### src/rtl/mult_counter.sv
// Iteration counter for the sequential shift-add multiplier.
// Load arms it with N_ITER-1; it counts down to zero and holds. K flags terminal count.
module mult_counter #(
  parameter int N_ITER = 32,
  parameter int CNT_W  = 6
) (
  input  logic Clk,
  input  logic Rst_n,
  input  logic Load,
  output logic K
);

  localparam logic [CNT_W-1:0] LOAD_VAL = CNT_W'(N_ITER - 1);

  generate
    if (N_ITER < 1 || (N_ITER - 1) >= (1 << CNT_W)) begin : g_bad_params
      $error("mult_counter: N_ITER-1 does not fit in CNT_W bits");
    end
  endgenerate

  logic [CNT_W-1:0] count;
  logic [CNT_W-1:0] count_d;

  // Load re-arms at any time; otherwise decrement and saturate at zero.
  always_comb begin
    count_d = count;
    if (Load) begin
      count_d = LOAD_VAL;
    end else if (count != '0) begin
      count_d = count - CNT_W'(1);
    end
  end

  always_ff @(posedge Clk) begin
    if (!Rst_n) begin
      count <= '0;
    end else begin
      count <= count_d;
    end
  end

  assign K = (count == '0);

endmodule

### config.mk
export PLATFORM = sky130hd
export DESIGN_NAME = mult_counter
export DESIGN_NICKNAME = d
export VERILOG_FILES = /design/src/rtl/mult_counter.sv
export SDC_FILE = /design/constraint.sdc
export NUM_CORES = 1
export LEC_CHECK = 0
export CAP_MARGIN = 5
export CORE_AREA = 2 2 39 41
export CTS_CLUSTER_SIZE = 24
export DETAILED_ROUTE_END_ITERATION = 10
export DIE_AREA = 0 0 41 43
export GPL_TIMING_DRIVEN = 0
export PLACE_DENSITY = 0.45
export SETUP_SLACK_MARGIN = 0.02
export SLEW_MARGIN = 10
export SYNTH_ARGS = -nofsm -noshare
export SYNTH_HDL_FRONTEND = slang
export SYNTH_SLANG_ARGS = --single-unit
### constraint.sdc
create_clock -name Clk -period 2.2 [get_ports Clk]
set_input_delay 0.22 -clock Clk [delete_from_list [all_inputs] [get_ports Clk]]
set_output_delay 0.22 -clock Clk [all_outputs]
set_load 0.02 [all_outputs]
**Word-level counts from Yosys, hierarchy flattened**

Index checks and enable logic that the tools add are counted.

- Bitwise operators: 1
- Reduce and logical (&&, ||, !) cells: 4
- Mux-type cells: 2
- Add/subtract/negate cells: 1

Operators with widths:

| cell | number |
|---|---|
| $mux 5 | 2 |
| $logic_not 6->1 | 1 |
| $reduce_bool 6->1 | 1 |
| $sub 6x1->6 const B | 1 |
| $reduce_bool 2->1 | 1 |
| $reduce_or 2->1 | 1 |
| $not 1->1 | 1 |

- Bits of input ports: 3
- Flip-flop bits (word level): 6

**Logic depth before layout (Yosys ltp)**

Gate-level depths: netlist (run 1).

- Depth in word-level cells: 3
- Depth in mapped cells: 5
- Mapped depth without buffers: 5

**Worst setup path before layout (run 1)**

No wires, ideal clock.

- Path kind: register to register
- Start point: reg count[0]
- End point: reg count[2]
- Period minus slack after synthesis: 1550 ps
- Stages on the path, launching flop included: 6
- Data arrival time: 1415 ps
- Setup slack: 650 ps
- Buffers on the path: 0
- Path through: dfxtp_1 > inv_1 > ha_1 > or3b_1 > nor3_2 > o311ai_1

- Longest elaborated chain between the ends: 3

Ends and longest elaborated chain:

| element | line | text |
|---|---|---|
| start: declaration | 21 | `logic [CNT_W-1:0] count;` |
| start signal: assignment | 38 | `count <= count_d;` |
| $sub 6x1->6 | 30 | `count_d = count - CNT_W'(1);` |
| $mux 5 | 29 | `end else if (count != '0) begin` |
| $mux 5 | 27 | `if (Load) begin` |

Several ways; a longest one is shown, not always the timed one. The select of a mux whose other input is x is not followed.
A chain may end at the register's enable or synchronous reset.

**Worst setup path after layout (run 1)**

- Start point: reg count[0]
- End point: out K

- Longest elaborated chain between the ends: 1

Ends and longest elaborated chain:

| element | line | text |
|---|---|---|
| $logic_not 6->1 | 42 | `assign K = (count == '0);` |
| end: declaration | 10 | `output logic K` |

Every way passes these cells.

==> metrics.cfg, run 1 <==
[synthesis]
synth_area_um2 = 342
yosysSeqAreaShare_pct = 35.2
yosysTopAreaCell = dfxtp_1
synthTopCellsByArea = dfxtp_1 (35%), inv_1 (5.5%), nor2_1 (5.5%)
synth.top_cell.area_share_pct = 35.2
synth_nets = 44
ys_ff_latch = 6
synth_area_per_cell_um2 = 8.54
synth_cell_types = 21
yosysWarnings = 0
synthCells = 40

[sta]
worst_slew_pin_slew_ns = 0.504
whs_ns = 0.558
maxSlewHeadroom_pct = 66.3
finalCritPeriodShare_pct = 92.5
max_freq_mhz = 491
fin_ws_ns = 0.164
clock_skew_ns = 0.00777
finalHoldViolCount = 0
maxSlewViolCount = 0
tns_ns = 0
rsz0062_at_grt = false
finalSetupViolations = 0
post-route-min-period_ns = 2.04

[global_route]
grt_max_degree = 9
antenna_found_initial = 0
grt_pass1_vias = 281
grt_first_pass_wirelength_um = 1220
track_usage_pct = 11.0
overflow = 0

[critical_path]
crit_required_ns = 1.98
cp_max_fo = 5
start_kind = register
path_class = reg2out
crit_path_end_kind = output pin
reg2reg_depth = 5
crit_arrival_ns = 1.82

[placed_design]
hpwl_um = 511
place_congestion = 0.706
numPortBuffers = 3
dp_slack_ns = 0.164
dpl.cell_count = 59
place_area_um2 = 392

[detailed_routing]
postRouteWirelength_um = 729
detail_route.wl_per_cell_um = 11.8
post-route-drc-count = 0
firstDrtPassIters = 4
ant_nets = 0
drt-initial-drc-count = 13
avgViaCountPerCell = 5.02
vias = 311

[die]
die_w_um = 41
core_area_um2 = 1380
boundaryPins = 4
dieArea_um2 = 1760
start_util_pct = 24.7
rows = 14
die_h_um = 43

[power]
p_int_mw = 0.227
power_mw = 0.338
combPwrFrac_pct = 26.6
swShare_pct = 32.8
peakVddDrop_v = 0.000280
p_leak_nw = 0.164
p_clk_share_pct = 31.3
p_switching_mw = 0.111
cellPowerDensity_nw_per_um2 = 819
seqPwrFrac_pct = 42.1

[final_layout]
instances_no_fill = 62
largest_reg_flops = 6
postLayoutCellArea_um2 = 413
layout.nets = 52
fillers = 147
reg_top3 = count (6)
num_antenna_cells = 0
drive_gt1_share_pct = 13.0
regMostFlops = count
utilization_pct = 29.8
syn2layout_area_growth_pct = 20.9

[clock_network]
clock_path_buffers = 2
numClockSinks = 6
cts_tree = built
numCtsBuffers = 3
clk_pin_slew_ns = 0.05
htreeDepth = 1
clock_latency_ns = 0.25
root_buffer = clkbuf_4

[status]
status = finished clean

[flow_run]
max-cap-violations = 0

[min_path]
hp-class = reg2reg
hold_depth = 2

power groups by stage:
| stage | combinational (mW) | sequential (mW) | clock, mW |
|---|---|---|---|
| after floorplan | 0.0693 | 0.140 | 0 |
| after global placement | 0.0919 | 0.145 | 0 |
| after detailed placement | 0.0910 | 0.144 | 0 |
| after CTS | 0.0903 | 0.142 | 0.109 |
| after global routing | 0.101 | 0.145 | 0.119 |
| final | 0.0899 | 0.143 | 0.106 |
layer usage:
metal,vias up,wire [µm],track usage [%]
met5,-,0,0
met4,0,12,6.00
met3,4,41,7.85
met2,8,357,15.0
met1,136,317,12.2
li1,163,-,-
cells by family after synthesis:
logic type	Yosys count	share of synthesized area, %
AND/OR/NAND/NOR	17	32.6
AO/OA/AOI/OAI	11	23.1
flip-flops	6	35.2
buffers and inverters	5	5.50
adder cells (fa/ha/maj)	1	3.66
synth_stat cells:
cell type  count
a21oi_1        1
a311oi_1       2
a31o_2         1
a31oi_1        1
dfxtp_1        6
ha_1           1
inv_1          5
nand2_1        1
nand2b_1       2
nand2b_4       1
nand3b_1       2
nor2_1         5
nor3_1         1
nor3_2         1
nor3b_1        1
nor4_1         1
o2111ai_1      1
o21ai_0        3
o311ai_1       2
or3b_1         1
or4b_1         1
cells in the final DEF, fill, tap and decap left out:
master / instances
nor3_2: 1
a31oi_1: 1
nand2b_4: 1
or4b_1: 1
nand3b_1: 2
a311oi_1: 2
or3b_1: 1
a21oi_1: 1
a31o_2: 1
nor3_1: 1
inv_1: 5
o311ai_1: 2
ha_1: 1
clkdlybuf4s50_1: 2
nor4_1: 1
dfxtp_1: 6
dlygate4sd2_1: 1
nor2_1: 5
clkbuf_4: 3
nand2b_1: 2
nor3b_1: 1
o2111ai_1: 1
nand2_1: 1
o21ai_0: 3
critical path, cell delays in order, from the launching register on:
cell and delay (ns):
dfxtp_1 0.33, inv_1 0.06, ha_1 0.26, or3b_1 0.41
nor3_2 0.14, dlygate4sd2_1 0.35
final timing paths:
kind	start	to	slack [ns]
worst min register to register	count[1]$_SDFFE_PN0P_	count[1]$_SDFFE_PN0P_	0.56
worst max-delay path	count[0]$_SDFFE_PN0P_	K	0.16
worst max register to register	count[0]$_SDFFE_PN0P_	count[1]$_SDFFE_PN0P_	0.66
worst min-delay path	count[1]$_SDFFE_PN0P_	count[1]$_SDFFE_PN0P_	0.56
layout make-up:
class / count / area (µm²) / share of cell area (%)
sequential: 6 / 120 / 29.1
multi-input combinational: 29 / 203 / 49.1
clock buffer: 3 / 22.5 / 5.45
inverter: 5 / 18.8 / 4.55
tap: 16 / 20.0 / 4.85
timing repair buffer: 3 / 28.8 / 6.97
repair_timing:
item	in CTS	in global routing
hold buffers	0	0
endpoints found under the setup margin	1	0
buffers inserted	0	0
resized for setup	1	0
(Power assumes the default switching activity.)
==> run 2, diff against run 1 <==
Settings changed: GPL_TIMING_DRIVEN 0 to default.
==> run 2 against run 1 <==
Worst setup slack improved by 0.15 ns. Register-to-register slack improved by 0.07 ns. Via count increased by 4.5%. Wire length decreased by 7.7%. Sequential power about the same. Critical path type unchanged. Clock skew decreased by 0.0064 ns.
==> metrics.cfg, run 2 (synthesis results as in run 1) <==
[power]
p_clk_share_pct = 29.7
p_leak_nw = 0.169
peakVddDrop_v = 0.000317
swShare_pct = 31.4
cellPowerDensity_nw_per_um2 = 798
seqPwrFrac_pct = 42.3
p_int_mw = 0.230
power_mw = 0.336
p_switching_mw = 0.105
combPwrFrac_pct = 28.0

[clock_network]
postCtsHoldBufs = 0
postCtsSetupBuffers = 0
root_buffer = clkbuf_4
numClockSinks = 6
postCtsResizedCells = 1
numCtsBuffers = 3
clock_path_buffers = 2
clk_pin_slew_ns = 0.04
cts_tree = built
htreeDepth = 1
clock_latency_ns = 0.24

[final_layout]
utilization_pct = 30.4
drive_gt1_share_pct = 14.9
regMostFlops = count
syn2layout_area_growth_pct = 23.1
largest_reg_flops = 6
instances_no_fill = 63
num_antenna_cells = 0
layout_common_cells = dfxtp_1 (6), inv_1 (5), nor2_1 (5), o21ai_0 (3), clkbuf_4 (3)
reg_top3 = count (6)
postLayoutCellArea_um2 = 420
layout.nets = 53
final_common_cell = dfxtp_1

[placed_design]
numPortBuffers = 3
place_area_um2 = 399
dp_slack_ns = 0.288
place_congestion = 0.727
dpl.cell_count = 60
hpwl_um = 530

[flow_run]
max-cap-violations = 0

[global_route]
track_usage_pct = 10.2
antenna_found_initial = 0
overflow = 0
grt_max_degree = 9
grt_first_pass_wirelength_um = 1150
grt_pass1_vias = 264

[sta]
finalHoldViolCount = 0
clock_skew_ns = 0.00141
finalSetupViolations = 0
worst_slew_pin_slew_ns = 0.458
tns_ns = 0
whs_ns = 0.569
fin_ws_ns = 0.318
post-route-min-period_ns = 1.88
finalCritPeriodShare_pct = 85.6
maxSlewHeadroom_pct = 69.4
max_freq_mhz = 531
maxSlewViolCount = 0
rsz0062_at_grt = false

[critical_path]
crit_family = simple AND/OR/NAND/NOR gates
crit_required_ns = 1.98
start_kind = register
cp_num_cells = 5
critPathMaxStageDelay_ns = 0.39
timing.rr.end = count[1]$_SDFFE_PN0P_
r2r_slack_ns = 0.73
crit_buf_inv = 2
reg2reg_depth = 6
crit_chain = inv_1 > ha_1 > or3b_1 > nor3_2 > dlygate4sd2_1
startpoint = count[0]$_SDFFE_PN0P_
crit_arrival_ns = 1.66
path_class = reg2out
crit_slowest_cell = or3b_1
r2r-start = count[0]$_SDFFE_PN0P_
cp_max_fo = 4
cp-endpoint = K
crit_path_end_kind = output pin

[detailed_routing]
vias = 325
top_layer = met4
postRouteWirelength_um = 673
post-route-drc-count = 0
met2_length_um = 306
drt-initial-drc-count = 17
detail_route.wl_per_cell_um = 10.7
avgViaCountPerCell = 5.16
ant_nets = 0
route.met3.wl_um = 26
firstDrtPassIters = 4
wl_met1_um = 324

[die]
boundaryPins = 4
die_w_um = 41
start_util_pct = 24.7
core_area_um2 = 1380
die_h_um = 43
rows = 14
dieArea_um2 = 1760

[min_path]
hp-class = reg2reg

[status]
status = finished clean

==> run 2: cell types whose count changed in the layout (fill, tap and decap cells not counted), sizes merged <==
cell	change
buf	+1
==> run 2: worst min-delay path: cells and delay by family (launching register included) <==
family	cells	cell delay, ns
and+or+nand+nor	1	0.10
DFF	1	0.32
AOI/OAI and AO/OA	1	0.09
==> run 2: metal layers <==
layer / track usage [%] / vias up
met2: 12.5 / 10
li1: - / 168
met1: 12.9 / 145
met4: 8.00 / 0
met5: 0 / -
met3: 4.71 / 2
==> run 2: layout make-up <==
cell class	instances	area, µm²
fill	153	963
multi-input combinational	29	203
sequential	6	120
timing repair buffer	4	36.3
clock buffer	3	22.5
tap	16	20.0
inverter	5	18.8
==> run 2: power by group through the flow <==
stage | combinational, mW | sequential, mW | clock [mW]
2_1_floorplan | 0.0693 | 0.140 | 0
3_3_place_gp | 0.0974 | 0.145 | 0
3_5_place_dp | 0.0961 | 0.144 | 0
4_1_cts | 0.0951 | 0.142 | 0.104
5_1_grt | 0.106 | 0.145 | 0.111
6_report | 0.0940 | 0.142 | 0.0997
==> run 2: worst min path at each step <==
stage | startpoint | to | slack [ns] | cells past startpoint
after floorplan | Load | count[3]$_SDFFE_PN0P_ | 0.35 | 2
after global placement | count[1]$_SDFFE_PN0P_ | count[1]$_SDFFE_PN0P_ | 0.55 | 2
after detailed placement | count[4]$_SDFFE_PN0P_ | count[4]$_SDFFE_PN0P_ | 0.56 | 2
after CTS | count[4]$_SDFFE_PN0P_ | count[4]$_SDFFE_PN0P_ | 0.56 | 2
after global routing | count[4]$_SDFFE_PN0P_ | count[4]$_SDFFE_PN0P_ | 0.61 | 2
final | count[0]$_SDFFE_PN0P_ | count[0]$_SDFFE_PN0P_ | 0.57 | 2
